`src/rtl/uart_fpga_pkg.sv`:
```
// ============================================================================
// Package     : uart_fpga_pkg
// Description : Shared definitions for the FPGA UART TX/RX pair: FSM state
//               encodings, parity-mode encodings and the bit-period helper.
// Revision    : 1.0 - initial release
// ============================================================================
`default_nettype none

package uart_fpga_pkg;

  typedef logic [2:0] uart_state_t;

  // FSM state encodings. Codes 6 and 7 are unused and recover to IDLE.
  localparam logic [2:0] ST_IDLE   = 3'd0;
  localparam logic [2:0] ST_START  = 3'd1;
  localparam logic [2:0] ST_DATA   = 3'd2;
  localparam logic [2:0] ST_PARITY = 3'd3;
  localparam logic [2:0] ST_STOP   = 3'd4;
  localparam logic [2:0] ST_DONE   = 3'd5;

  // Parity modes
  localparam int PARITY_NONE = 0;
  localparam int PARITY_EVEN = 1;
  localparam int PARITY_ODD  = 2;

  // System clocks per serial bit (integer divide).
  function automatic int clks_per_bit(input int clock_hz, input int baud);
    return clock_hz / baud;
  endfunction

endpackage

`default_nettype wire

```
`src/rtl/uart_rx_sync.sv`:
```
// ============================================================================
// Module      : uart_rx_sync
// Description : Two-flop synchroniser for the asynchronous serial line.
//               Both flops preset to 1 so the line reads idle out of reset.
// Ports       : clk   - system clock
//               rst_n - asynchronous active-low reset
//               d     - asynchronous input
//               q     - synchronised output (2 cycles of latency)
// Revision    : 1.0 - initial release
// ============================================================================
`default_nettype none

module uart_rx_sync (
  input  logic clk,
  input  logic rst_n,
  input  logic d,
  output logic q
);

  logic meta;

  always_ff @(posedge clk or negedge rst_n) begin
    if (!rst_n) begin
      meta <= 1'b1;
      q    <= 1'b1;
    end else begin
      meta <= d;
      q    <= meta;
    end
  end

endmodule

`default_nettype wire

```
`src/rtl/uart_fpga_rx.sv`:
```
// ============================================================================
// Module      : uart_fpga_rx
// Description : UART receiver. Synchronises the serial line, qualifies the
//               start bit at half a bit period, samples data/parity/stop bits
//               mid-slot and presents the word with a 1-cycle valid strobe.
// Ports       : IN_CLOCK         - system clock
//               IN_RESET_N       - asynchronous active-low reset
//               IN_RX_SERIAL     - async serial line, idle high
//               OUT_RX_DATA      - last received word, held until next valid
//               OUT_RX_VALID     - 1-cycle strobe, data and error flags updated
//               OUT_RX_ACTIVE    - high from start-bit confirm to frame end
//               OUT_PARITY_ERROR - parity mismatch, qualified by OUT_RX_VALID
//               OUT_FRAME_ERROR  - a stop bit sampled low, qualified by valid
// Revision    : 1.0 - initial release
// ============================================================================
`default_nettype none

module uart_fpga_rx
  import uart_fpga_pkg::*;
#(
  parameter int UART_BAUD_RATE           = 9600,
  parameter int CLOCK_FREQUENCY          = 50000000,
  parameter int PARITY                   = 1,
  parameter int NUM_OF_DATA_BITS_IN_PACK = 8,
  parameter int NUMBER_STOP_BITS         = 2
) (
  input  logic                                IN_CLOCK,
  input  logic                                IN_RESET_N,
  input  logic                                IN_RX_SERIAL,
  output logic [NUM_OF_DATA_BITS_IN_PACK-1:0] OUT_RX_DATA,
  output logic                                OUT_RX_VALID,
  output logic                                OUT_RX_ACTIVE,
  output logic                                OUT_PARITY_ERROR,
  output logic                                OUT_FRAME_ERROR
);

  localparam int N     = NUM_OF_DATA_BITS_IN_PACK;
  localparam int CPB   = clks_per_bit(CLOCK_FREQUENCY, UART_BAUD_RATE);
  localparam int CNT_W = $clog2(CPB) + 1;
  localparam int IDX_W = $clog2(N) + 1;

  localparam logic [CNT_W-1:0] HALF_M1   = CNT_W'(CPB / 2 - 1);
  localparam logic [CNT_W-1:0] BIT_M1    = CNT_W'(CPB - 1);
  localparam logic [IDX_W-1:0] LAST_IDX  = IDX_W'(N - 1);
  localparam logic [1:0]       LAST_STOP = 2'(NUMBER_STOP_BITS - 1);
  // Odd parity expects the XOR of data and parity bit to be 1, so an
  // odd-mode error is the even-mode error inverted.
  localparam logic             ODD_MODE  = (PARITY == PARITY_ODD);
  localparam logic             HAS_PAR   = (PARITY != PARITY_NONE);

  logic             rx_s;
  uart_state_t      state;
  logic [CNT_W-1:0] clk_cnt;
  logic [IDX_W-1:0] bit_idx;
  logic [1:0]       stop_idx;
  logic [N-1:0]     shift_reg;
  logic             par_err;
  logic             frm_err;

  uart_rx_sync u_sync (
    .clk   (IN_CLOCK),
    .rst_n (IN_RESET_N),
    .d     (IN_RX_SERIAL),
    .q     (rx_s)
  );

  always_ff @(posedge IN_CLOCK or negedge IN_RESET_N) begin
    if (!IN_RESET_N) begin
      state            <= ST_IDLE;
      clk_cnt          <= '0;
      bit_idx          <= '0;
      stop_idx         <= '0;
      shift_reg        <= '0;
      par_err          <= 1'b0;
      frm_err          <= 1'b0;
      OUT_RX_DATA      <= '0;
      OUT_RX_VALID     <= 1'b0;
      OUT_RX_ACTIVE    <= 1'b0;
      OUT_PARITY_ERROR <= 1'b0;
      OUT_FRAME_ERROR  <= 1'b0;
    end else begin
      OUT_RX_VALID <= 1'b0;
      case (state)
        ST_IDLE: begin
          if (!rx_s) begin
            clk_cnt <= '0;
            state   <= ST_START;
          end
        end

        ST_START: begin
          if (clk_cnt == HALF_M1) begin
            clk_cnt <= '0;
            if (rx_s) begin
              state <= ST_IDLE;          // glitch, not a real start bit
            end else begin
              OUT_RX_ACTIVE <= 1'b1;
              bit_idx       <= '0;
              par_err       <= 1'b0;
              frm_err       <= 1'b0;
              state         <= ST_DATA;
            end
          end else begin
            clk_cnt <= clk_cnt + 1'b1;
          end
        end

        ST_DATA: begin
          if (clk_cnt == BIT_M1) begin
            clk_cnt <= '0;
            // LSB arrives first; shifting in at the top leaves bit 0 in
            // position 0 after N samples.
            shift_reg <= {rx_s, shift_reg[N-1:1]};
            if (bit_idx == LAST_IDX) begin
              bit_idx  <= '0;
              stop_idx <= '0;
              state    <= HAS_PAR ? ST_PARITY : ST_STOP;
            end else begin
              bit_idx <= bit_idx + 1'b1;
            end
          end else begin
            clk_cnt <= clk_cnt + 1'b1;
          end
        end

        ST_PARITY: begin
          if (clk_cnt == BIT_M1) begin
            clk_cnt <= '0;
            par_err <= (^shift_reg) ^ rx_s ^ ODD_MODE;
            state   <= ST_STOP;
          end else begin
            clk_cnt <= clk_cnt + 1'b1;
          end
        end

        ST_STOP: begin
          if (clk_cnt == BIT_M1) begin
            clk_cnt <= '0;
            if (!rx_s) begin
              frm_err <= 1'b1;
            end
            if (stop_idx == LAST_STOP) begin
              stop_idx <= '0;
              state    <= ST_DONE;
            end else begin
              stop_idx <= stop_idx + 1'b1;
            end
          end else begin
            clk_cnt <= clk_cnt + 1'b1;
          end
        end

        ST_DONE: begin
          OUT_RX_DATA      <= shift_reg;
          OUT_PARITY_ERROR <= par_err;
          OUT_FRAME_ERROR  <= frm_err;
          OUT_RX_VALID     <= 1'b1;
          OUT_RX_ACTIVE    <= 1'b0;
          state            <= ST_IDLE;
        end

        default: begin
          state <= ST_IDLE;
        end
      endcase
    end
  end

endmodule

`default_nettype wire

```
`config.mk`:
```
export PLATFORM = sky130hd
export DESIGN_NAME = uart_fpga_rx
export DESIGN_NICKNAME = d
export VERILOG_FILES = /design/src/rtl/uart_fpga_pkg.sv /design/src/rtl/uart_rx_sync.sv /design/src/rtl/uart_fpga_rx.sv
export SDC_FILE = /design/constraint.sdc
export NUM_CORES = 1
export LEC_CHECK = 0
export CORE_MARGIN = 3
export CORE_UTILIZATION = 66
export CTS_BUF_LIST = sky130_fd_sc_hd__clkbuf_4
export DETAILED_ROUTE_END_ITERATION = 6
export PLACE_DENSITY = 0.85
export SYNTH_ARGS = -nofsm -noshare
export SYNTH_HDL_FRONTEND = slang
export SYNTH_HIERARCHICAL = 1
export SYNTH_SLANG_ARGS = --single-unit
```
`constraint.sdc`:
```
create_clock -name IN_CLOCK -period 5.1 [get_ports IN_CLOCK]
set_input_delay 1.53 -clock IN_CLOCK [delete_from_list [all_inputs] [get_ports IN_CLOCK]]
set_output_delay 1.53 -clock IN_CLOCK [all_outputs]
set_load 0.01 [all_outputs]
```
Yosys cells after proc, flatten, opt, wreduce, memory -nomap -nowiden
Cells that the tools add are included.
- register bits: 47
- output and inout port bits: 12
- logic and storage cells: 86
- add/sub/neg operators: 3
- equal/unequal tests: 18
- muxes and demuxes: 33
- bitwise logic cells: 1
- reduce and logical (&&, ||, !) cells: 17
- operator list (cell ; count):
    two-way mux 14 bit ; 3
    one-hot mux 14 bit (3 select lines) ; 1
    two-way mux 3 bit ; 7
    != test 2 bit (second input constant) ; 9
    two-way mux 4 bit ; 4
    one-hot mux 3 bit (5 select lines) ; 1
    adder 14 x 1 -> 14 bit (second input constant) ; 1
    equality test 14 x 12 -> 1 bit (second input constant) ; 1
    equality test 14 x 13 -> 1 bit (second input constant) ; 1
    AND reduction 4 bit ; 3
    two-way mux 2 bit ; 5
    nonzero test 2 bit ; 5
    one-hot mux 4 bit (2 select lines) ; 1
    parity 8 bit ; 1
    two-way mux 1 bit ; 7
    AND reduction 7 bit ; 1
    equality test 3 x 2 -> 1 bit (second input constant) ; 2
    equality test 3 bit (second input constant) ; 2
    one-hot mux 1 bit (2 select lines) ; 3
    AND reduction 5 bit ; 1
    adder 4 x 1 -> 4 bit (second input constant) ; 1
    equality test 4 x 3 -> 1 bit (second input constant) ; 1
    one-hot mux 2 bit (2 select lines) ; 1
    AND reduction 2 bit ; 2
    other kinds (8) ; 8

Logic depth before layout (Yosys ltp)
Gate-level depths: netlist of the first run.
- depth in word-level cells: 4
- mapped depth: 8

Cells and area by module
Netlist of the first run, hierarchy kept.
- modules (own cells, without submodules) (module ; instances ; cells each ; area an instance (sq um) ; sequential area each (sq um)):
    uart_fpga_rx ; 1 ; 222 ; 2321.0 ; 1126.1
    uart_rx_sync ; 1 ; 2 ; 52.6 ; 52.6

Least setup slack after synthesis of the first run
Ideal clock, no wire load.
- path type: register to register
- start point: reg clk_cnt[0]
- end point: reg clk_cnt[9]
- data arrival time: 2152 ps
- setup slack: 2820 ps
- cell stages (with the launch flop): 9
- path through: dfrtp_1 -> ha_1 -> or4b_4 -> nor4_4 -> o32ai_1 -> buf_6 -> buf_6 -> a31oi_1 -> o31ai_1
- cells in the longest elaborated chain, start to end: 3
- elaborated cells between the ends (all ways): 6
- those cells by class: 1 x add/sub; 2 x eq/ne; 3 x mux
- RTL lines (item ; line ; text):
    from (decl) ; uart_fpga_rx.sv:53 ; logic [CNT_W-1:0] clk_cnt;
    from (signal assigned) ; uart_fpga_rx.sv:104 ; clk_cnt <= clk_cnt + 1'b1;
    from (signal assigned) ; uart_fpga_rx.sv:122 ; clk_cnt <= clk_cnt + 1'b1;
    from (signal assigned) ; uart_fpga_rx.sv:132 ; clk_cnt <= clk_cnt + 1'b1;
    adder 14 x 1 -> 14 bit (tied with other cells) ; n/a ;
    two-way mux 14 bit (on tied branches) ; n/a ;
    one-hot mux 14 bit (3 select lines) (*) ; uart_fpga_rx.sv:83 ; case (state)
Every way passes the cells marked *; elsewhere a longest branch is shown, timed or not.
A chain may end at the register's enable or synchronous reset.

Worst setup path in the final report of the first run
- start point: reg OUT_RX_ACTIVE
- end point: out OUT_RX_ACTIVE
- RTL lines (item ; line ; text):
    from (decl) ; uart_fpga_rx.sv:32 ; output logic OUT_RX_ACTIVE,
    from (signal assigned) ; uart_fpga_rx.sv:78 ; OUT_RX_ACTIVE <= 1'b0;
    from (signal assigned) ; uart_fpga_rx.sv:97 ; OUT_RX_ACTIVE <= 1'b1;
    from (signal assigned) ; uart_fpga_rx.sv:158 ; OUT_RX_ACTIVE <= 1'b0;
No word-level cell between the ends.

==> flow_summary_export.csv, run 1 <==
group,metric,value,unit
setup_path,crit_path_start_kind,"flop",
sta,setup_viol,0,
logic_synthesis,synth_nets,229,
cts,cts_tree,"built",
cts,clockBufferDepth,2,
power_and_ir_drop,leakage,1.19,nW
global_route,grt-busiest-layer,"met2",
cts,clkTransAtPathRegs,0.14,ns
die,dieWidth,66.0,um
setup_path,path_max_fanout,2,
logic_synthesis,synthDistinctLibCells,48,
setup_path,worstPathCellList,"clkdlybuf4s50_1",
detailed_routing,via_count,1783,
setup_path,critPathMaxStageDelay,0.54,ns
cts,clk_latency,0.37,ns
setup_path,cp_slowest_cell,"clkdlybuf4s50_1",
logic_synthesis,ys_async_sr_fraction,100,%
detailed_routing,drt_iter0_markers,117,
logic_synthesis,yosysWarnings,6,
detailed_routing,wl_per_cell,16.9,um
sta,finalHoldViolCount,0,
sta,fin_crit,2.83,ns
sta,rsz0062_at_grt,"no",
sta,max_freq,354,MHz
detailed_routing,drt-total-wl,4.81,mm
sta,tns,0,ns
logic_synthesis,netlist.top_cell.by_area,"dfrtp_1",
detailed_routing,ant_nets,0,
flow_run,max-cap-violations,0,
setup_path,worst-r2r-setup-slack,2.47,ns
logic_synthesis,seq_area_frac_synth,49.7,%
cts,cts.sinks,47,
cts,cts_setup_buffers,0,
die,core_area,3390,um^2
logic_synthesis,syn_area,2370,um^2
logic_synthesis,synth_area_per_cell,10.6,um^2
die,ioPinCount,15,
placement,routabilityCongestion,0.914,
global_route,grt_pass1_wl,8.28,mm
setup_path,crit_family,"buffers and inverters",
sta,finClkSkew,0.0125,ns
cells_and_area,diodes,0,
setup_path,worst-setup-path-type,"flop to output port",
setup_path,crit_buf_inv,1,
global_route,overflow,0,
placement,portBuffers,14,
cts,htreeDepth,2,
placement,dp_hpwl,3.32,mm
cts,cts_resized,0,
die,die_area,4350,um^2
logic_synthesis,synth_ff_type,"dfrtp_1",
logic_synthesis,syn_inst,224,
global_route,antenna_found_initial,0,
sta,worst_pin_slew,1.19,ns
die,die_h,66.0,um
die,rows,21,
cells_and_area,nNetsFinal,242,
sta,relSlewSlack,20.8,%
power_and_ir_drop,p_per_area,217,nW/um^2
power_and_ir_drop,power,0.561,mW
detailed_routing,dr.pass1.iters,4,
cells_and_area,largest_register_ffs,14,
global_route,grt_use_met1,31.8,%
setup_path,required,3.57,ns
outcome,outcome,"complete, no violations",
logic_synthesis,synth_top_area_share,47.4,%
cts,ctsHoldBuffers,0,
cells_and_area,area_growth,8.96,%
detailed_routing,drc_errors,0,
logic_synthesis,synth_edf_count,0,
detailed_routing,vias_per_cell,6.28,
logic_synthesis,ys_ff_latch,47,
cells_and_area,drive_gt1_share,17.2,%
global_route,grt_pass1_vias,1758,
sta,slew_violations,0,
global_route,grt_max_degree,48,
global_route,use_met3,6.46,%
cts,cts_buffers,5,
power_and_ir_drop,peakVddDrop,0.200,mV
cts,cts_root_buf,"clkbuf_4",
setup_path,end_kind,"output port",
logic_synthesis,ys_top_cells_by_area,"dfrtp_1 47%, mux2_2 8.5%, o21ai_0 3.4%",
global_route,grtUsageTotal,25.4,%
setup_path,cp_data_arrival_time,1.30,ns
worst_hold_path,hp-class,"flop to flop",
global_route,use_met2,42.3,%
die,start_util,70.0,%
cells_and_area,num-fill-cells,232,
sta,min_period_over_period,55.4,%
[layout make-up]
cell class | count | area [um^2] | area share [%]
multi-input cells | 161 | 1130 | 43.6
inverters | 8 | 30.0 | 1.16
well taps | 46 | 57.6 | 2.23
flip-flops and latches | 47 | 1180 | 45.6
clock buffers | 6 | 45.0 | 1.74
clock inverters | 2 | 12.5 | 0.484
repair buffers | 14 | 135 | 5.22
[layer usage]
| metal | share of wire [%] | vias up |
|---|---|---|
| met5 | 0 | - |
| met4 | 1.5 | 0 |
| met3 | 5.2 | 8 |
| met2 | 51 | 53 |
| met1 | 43 | 885 |
| li1 | - | 837 |
[synthesized netlist by cell type, types with 2 or more instances]
master and n:
nand2b_1 4, nor3_1 4, dfrtp_1 45, a31oi_1 9, nor4_4 2, nand4_1 3
and3_1 2, clkbuf_1 5, ha_1 2, mux2i_1 2, or4b_1 2, or2_2 2
nor2b_1 2, nand3_1 12, xnor2_1 8, mux2_2 18, a21oi_1 13, nand4b_1 3
o21ai_0 16, and2_1 3, or3b_2 3, nand2_1 18, xor2_1 2, inv_1 8
nor2_1 10, buf_6 2, nor3b_1 2, dfstp_2 2
[where the power goes]
group	internal (mW)	leakage (nW)	total (mW)	switching, mW
combinational	0.00197	0.521	0.00972	0.00775
clock	0.0586	0.0317	0.177	0.118
sequential	0.374	0.635	0.375	0.000979
total	0.435	1.19	0.561	0.127
[path summary, 6_finish.rpt]
path | from | endpoint | cells after the start
max in group asynchronous | IN_RESET_N | clk_cnt[5]$_DFFE_PN0P_ | 1
min reg2reg | u_sync/meta$_DFF_PN1_ | u_sync/q$_DFF_PN1_ | 0
min in group asynchronous | IN_RESET_N | bit_idx[1]$_DFFE_PN0P_ | 1
max reg2reg | clk_cnt[0]$_DFFE_PN0P_ | clk_cnt[6]$_DFFE_PN0P_ | 6
min | u_sync/meta$_DFF_PN1_ | u_sync/q$_DFF_PN1_ | 0
max | OUT_RX_ACTIVE$_DFFE_PN0P_ | OUT_RX_ACTIVE | 1
[per-stage QoR]
stage,util [%],cells,setup WS (ns),cell area (um^2),hold slack (ns)
after floorplan,-,224,2.82,2370,0.345
after global placement,74.6,276,2.71,2530,0.347
after detailed placement,74.6,276,2.57,2530,0.347
after CTS,76.3,284,2.25,2590,0.365
after global routing,76.3,284,2.20,2590,0.368
final,76.3,284,2.27,2590,0.364
[placed cells by master, fill, tap and decap left out, types with 3 or more instances in the layout]
cell	count
nor3_1	4
a31oi_1	9
nand2b_1	4
clkbuf_4	6
inv_1	8
and2_1	3
mux2_2	18
nand3_1	12
nand4b_1	3
nand2_1	18
nor2_1	10
dfrtp_1	45
nand4_1	3
xnor2_1	8
a21oi_1	13
clkdlybuf4s50_1	13
o21ai_0	16
or3b_2	3
[kinds of logic after synthesis]
kind of cell	count (synthesis)	share of synthesized area (%)
and+or+nand+nor	80	20.8
AOI/OAI and AO/OA	49	12.3
xor gates and xnor gates	10	3.69
adders and majority gates	2	1.05
buffers and inverters	16	3.16
muxes	20	9.38
DFF	47	49.7
No activity file was read; power rests on OpenSTA's default activity.
==> inputs of run 2 (changes only) <==
CORE_UTILIZATION = 55   (was 66)
PLACE_DENSITY = 0.76   (was 0.85)
clock period = 2.5 ns   (was 5.1 ns; I/O delays follow)
==> run 2 against run 1 <==
Compared with the run above:
- critical endpoint is now frm_err$_DFFE_PN0P_
- via count decreased by 2.6%
- largest cell class unchanged
- non-clock buffer count increased by 11
- sequential share of layout area decreased by 2.3 points
- combinational power increased by 130%
- highest routed layer unchanged
- routed wire length decreased by 6.8%
==> flow_summary_export.csv, run 2 (synthesized netlist as in run 1, its figures left out) <==
group,metric,value,unit
power_and_ir_drop,peakVddDrop,0.382,mV
placement,routabilityCongestion,0.799,
cts,clk_latency,0.36,ns
placement,portBuffers,14,
setup_path,path_max_fanout,5,
cts,clockBufferDepth,2,
die,die_h,71.7,um
sta,slew_violations,0,
die,start_util,58.1,%
cells_and_area,layout_common_cells,"45 x dfrtp_1, 18 x nand2_1, 18 x mux2_2",
cts,htreeDepth,2,
placement,place_ws,0.0511,ns
detailed_routing,vias_per_cell,5.81,
die,dieWidth,71.7,um
setup_path,r2r_start,"clk_cnt[1]$_DFFE_PN0P_",
power_and_ir_drop,seqPwrFrac,60.7,%
setup_path,crit_path_end,"frm_err$_DFFE_PN0P_",
setup_path,end_kind,"flop",
die,die_area,5140,um^2
outcome,outcome,"complete, no violations",
detailed_routing,drc_errors,0,
detailed_routing,wl_per_cell,15.0,um
cts,cts_tree,"built",
power_and_ir_drop,p_sw,0.275,mW
setup_path,worst-r2r-setup-slack,0.19,ns
sta,max_freq,432,MHz
sta,finClkSkew,0.00585,ns
sta,fin_crit,2.31,ns
cts,ctsHoldBuffers,0,
detailed_routing,dr.pass1.iters,4,
setup_path,cp_data_arrival_time,2.56,ns
sta,setup_ws,0.188,ns
power_and_ir_drop,netSwitchingFraction,21.8,%
cells_and_area,largest_register_ffs,14,
cells_and_area,diodes,0,
power_and_ir_drop,pwr-share-clk,37.5,%
setup_path,startpoint,"clk_cnt[1]$_DFFE_PN0P_",
placement,dp_hpwl,3.18,mm
sta,worst_pin_slew,0.736,ns
cts,cts_buffers,5,
cts,cts.sinks,47,
die,core_area,4090,um^2
global_route,overflow,0,
cells_and_area,num-fill-cells,320,
detailed_routing,ant_nets,0,
cts,clkTransAtPathRegs,0.14,ns
setup_path,required,2.74,ns
cts,cts_root_buf,"clkbuf_4",
global_route,grt_pass1_wl,7.86,mm
detailed_routing,via_count,1737,
cells_and_area,nNetsFinal,253,
detailed_routing,drt_iter0_markers,103,
sta,finalHoldViolCount,0,
sta,relSlewSlack,50.9,%
cells_and_area,fin_cells,299,
flow_run,max-cap-violations,0,
global_route,grt_pass1_vias,1656,
setup_path,worst-setup-path-type,"flop to flop",
power_and_ir_drop,internal_power,0.985,mW
cells_and_area,area_growth,14.8,%
sta,rsz0062_at_grt,"no",
placement,dp.cells,290,
setup_path,reg2reg_to,"frm_err$_DFFE_PN0P_",
power_and_ir_drop,p_per_area,463,nW/um^2
setup_path,reg2reg_depth,7,
sta,min_period_over_period,92.5,%
cells_and_area,drive_gt1_share,21.3,%
global_route,antenna_found_initial,0,
global_route,grt_max_degree,25,
sta,whs,0.326,ns
power_and_ir_drop,power_frac_comb,1.8,%
sta,setup_viol,0,
power_and_ir_drop,power,1.26,mW
setup_path,crit_path_start_kind,"flop",
detailed_routing,drt-total-wl,4.49,mm
worst_hold_path,hp-class,"input port to asynchronous set/reset pin",
die,ioPinCount,15,
global_route,grtUsageTotal,19.3,%
sta,tns,0,ns
die,rows,23,
power_and_ir_drop,leakage,1.26,nW
cells_and_area,final_common_cell,"dfrtp_1",
## run 2: cell count changes in the layout (fill, tap and decap cells not counted)
cell | previous run | this run
clkinvlp_4 | 1 | 0
nor4_2 | 1 | 0
inv_6 | 0 | 1
clkinv_4 | 0 | 1
clkinv_2 | 1 | 0
nor4_4 | 2 | 3
bufinv_16 | 0 | 1
ha_2 | 0 | 1
o32ai_2 | 1 | 0
ha_1 | 2 | 1
o32ai_4 | 0 | 1
clkbuf_4 | 6 | 5
buf_4 | 0 | 11
## run 2: power groups by stage
stage | clock network, mW | registers, mW | logic [mW]
after floorplan | 0 | 0.779 | 0.00343
after global placement | 0 | 0.780 | 0.0232
after detailed placement | 0 | 0.780 | 0.0236
after CTS | 0.487 | 0.766 | 0.0238
after global routing | 0.530 | 0.766 | 0.0265
final | 0.472 | 0.766 | 0.0222
## run 2: cell type report
type	count	area, um^2	share of cell area (%)
well taps	50	62.6	2.30
inverters	8	30.0	1.10
multi-input cells	161	1150	42.2
flip-flops and latches	47	1180	43.3
repair buffers	25	218	7.99
clock inverters	3	47.5	1.75
clock buffers	5	37.5	1.38
## run 2: worst min-delay path by stage
stage          slack (ns)                  start  depth (start not counted)                        to
4_1_cts              0.33             IN_RESET_N                          1      state[2]$_DFFE_PN0P_
6_report             0.33             IN_RESET_N                          1      state[0]$_DFFE_PN0P_
5_1_grt              0.33             IN_RESET_N                          1  shift_reg[2]$_DFFE_PN0P_
3_3_place_gp         0.35  u_sync/meta$_DFF_PN1_                          0        u_sync/q$_DFF_PN1_
2_1_floorplan        0.35  u_sync/meta$_DFF_PN1_                          0        u_sync/q$_DFF_PN1_
3_5_place_dp         0.35  u_sync/meta$_DFF_PN1_                          0        u_sync/q$_DFF_PN1_
## run 2: per-stage QoR
stage          instance area [um^2]  util [%]
4_1_cts                        2690      65.9
3_3_place_gp                   2610      63.8
6_report                       2720      66.7
3_5_place_dp                   2610      63.8
2_1_floorplan                  2370         -
5_1_grt                        2720      66.7
## run 2: what timing repair did
action,CTS,global route
gates resized for setup,0,3
setup buffers,0,1
setup endpoints to repair,0,13
## run 2: routing by layer
layer | track usage [%] | vias up | routed length [um]
met1 | 28.0 | 836 | 2220
met2 | 29.2 | 30 | 2060
met5 | 0 | - | 0
met4 | 5.22 | 0 | 46
li1 | - | 866 | -
met3 | 4.49 | 5 | 152
## run 2: worst max-delay path, stage by stage, from the launching register on
cell	delay, ns
dfrtp_1	0.42
ha_2	0.23
or4b_4	0.53
nor4_4	0.37
buf_4	0.18
nor3_1	0.10
o41ai_1	0.22
o21ai_0	0.15
==> inputs of run 3 (changes only) <==
CAP_MARGIN = 20   (was unset)
CORE_MARGIN = 1.5   (was 3)
MAX_ROUTING_LAYER = met4   (was unset)
==> run 3 against run 2 <==
Compared with the run above:
- routed wire length down 1.5%
- register-to-register slack got worse by 0.04 ns
- non-clock buffer count is the same
- critical path depth stayed put
- clock power fell by 24%
- first-iteration DRC count down 6.8%
- setup slack worse by 0.042 ns
- combinational power fell by 6%
- final area fell by 1.7%
- sequential share of layout area rose by 0.77 points
- global-route usage increased by 1.9 points
- largest cell class unchanged
- highest routed layer unchanged
==> flow_summary_export.csv, run 3 (synthesized netlist as in run 1, its figures left out) <==
group,metric,value,unit
setup_path,path_max_fanout,5,
power_and_ir_drop,p_per_area,429,nW/um^2
cells_and_area,diodes,0,
sta,max_freq,425,MHz
die,die_h,68.7,um
setup_path,crit_path_end,"bit_idx[3]$_DFFE_PN0P_",
setup_path,worst-r2r-setup-slack,0.15,ns
power_and_ir_drop,peakVddDrop,0.427,mV
global_route,antenna_found_initial,0,
sta,relSlewSlack,61.3,%
sta,rsz0062_at_grt,"no",
cts,clkTransAtPathRegs,0.13,ns
cells_and_area,nNetsFinal,253,
setup_path,reg2reg_to,"bit_idx[3]$_DFFE_PN0P_",
die,die_area,4720,um^2
die,start_util,58.1,%
setup_path,crit_path_start_kind,"flop",
die,core_area,4090,um^2
global_route,overflow,0,
cts,clockBufferDepth,2,
cells_and_area,area_growth,12.8,%
flow_run,max-cap-violations,0,
detailed_routing,drt_iter0_markers,96,
setup_path,worst-setup-path-type,"flop to flop",
setup_path,startpoint,"clk_cnt[1]$_DFFE_PN0P_",
detailed_routing,wl_per_cell,14.8,um
detailed_routing,drt-total-wl,4.42,mm
cts,cts_tree,"built",
die,dieWidth,68.7,um
cts,cts.sinks,47,
sta,finalHoldViolCount,0,
sta,setup_viol,0,
detailed_routing,via_count,1772,
cells_and_area,layout_common_cells,"45 x dfrtp_1, 18 x nand2_1, 18 x mux2_2",
global_route,grt_pass1_wl,7.19,mm
detailed_routing,drc_errors,0,
cells_and_area,post-route-util,65.5,%
worst_hold_path,worstHoldPathCells,0,
sta,worst_pin_slew,0.576,ns
cells_and_area,final_common_cell,"dfrtp_1",
placement,dp_hpwl,3.00,mm
sta,finClkSkew,0.0134,ns
placement,portBuffers,14,
sta,slew_violations,0,
setup_path,required,2.78,ns
outcome,outcome,"complete, no violations",
setup_path,reg2reg_depth,7,
placement,routabilityCongestion,0.808,
worst_hold_path,hp-class,"flop to flop",
detailed_routing,dr.pass1.iters,4,
cts,htreeDepth,2,
cts,clk_latency,0.37,ns
sta,tns,0,ns
global_route,grtUsageTotal,21.2,%
global_route,grt_pass1_vias,1576,
detailed_routing,ant_nets,0,
setup_path,end_kind,"flop",
cts,cts_root_buf,"clkbuf_4",
power_and_ir_drop,leakage,1.25,nW
die,ioPinCount,15,
cts,cts_setup_buffers,0,
die,rows,23,
cts,ctsHoldBuffers,0,
setup_path,cp_data_arrival_time,2.64,ns
setup_path,r2r_start,"clk_cnt[1]$_DFFE_PN0P_",
cts,cts_resized,0,
cells_and_area,drive_gt1_share,20.9,%
global_route,grt_max_degree,48,
detailed_routing,vias_per_cell,5.93,
cts,cts_buffers,5,
sta,fin_crit,2.35,ns
cells_and_area,largest_register_ffs,14,
sta,min_period_over_period,94.2,%
run 3: where the power goes:
group | switching, mW | internal [mW] | leakage [nW]
Combinational | 0.0158 | 0.00503 | 0.576
Sequential | 0.00211 | 0.763 | 0.635
Clock | 0.247 | 0.113 | 0.0356
run 3: metrics by stage:
stage | std cells | hold WS, ns | power [mW] | setup WS (ns) | instance area (um^2)
after floorplan | 224 | 0.345 | 0.783 | 0.220 | 2370
after global placement | 289 | 0.349 | 0.802 | 0.181 | 2600
after detailed placement | 289 | 0.350 | 0.802 | 0.0951 | 2600
after CTS | 297 | 0.369 | 1.16 | 0.0571 | 2660
after global routing | 299 | 0.373 | 1.20 | 0.0238 | 2680
final | 299 | 0.366 | 1.15 | 0.146 | 2680
run 3: routing by layer:
metal | vias to the layer above | share of wire, % | wire length [um] | GRT usage (%)
li1 | 862 | - | - | -
met4 | 0 | 1.3 | 57 | 6.37
met2 | 33 | 47 | 2050 | 32.9
met1 | 871 | 48 | 2140 | 27.6
met5 | - | 0 | 0 | -
met3 | 6 | 3.7 | 162 | 5.36
run 3: how the worst min path moves through the flow:
stage / from / to
2_1_floorplan: u_sync/meta$_DFF_PN1_ / u_sync/q$_DFF_PN1_
3_3_place_gp: u_sync/meta$_DFF_PN1_ / u_sync/q$_DFF_PN1_
3_5_place_dp: u_sync/meta$_DFF_PN1_ / u_sync/q$_DFF_PN1_
4_1_cts: u_sync/meta$_DFF_PN1_ / u_sync/q$_DFF_PN1_
5_1_grt: u_sync/meta$_DFF_PN1_ / u_sync/q$_DFF_PN1_
6_report: u_sync/meta$_DFF_PN1_ / u_sync/q$_DFF_PN1_
run 3: final cells by class:
cell class / instances / area (um^2)
multi-input combinational: 161 / 1130
sequential: 47 / 1180
tap: 50 / 62.6
timing repair buffer: 25 / 218
clock buffer: 5 / 37.5
clock inverter: 3 / 22.5
inverter: 8 / 30.0
fill: 323 / 1410
run 3: worst max-delay path: stages, from the launching register on:
cell	delay, ns
dfrtp_1	0.41
ha_1	0.22
or4b_4	0.53
nor4_4	0.33
buf_4	0.18
nand2_4	0.04
or4_1	0.47
o21ai_0	0.10
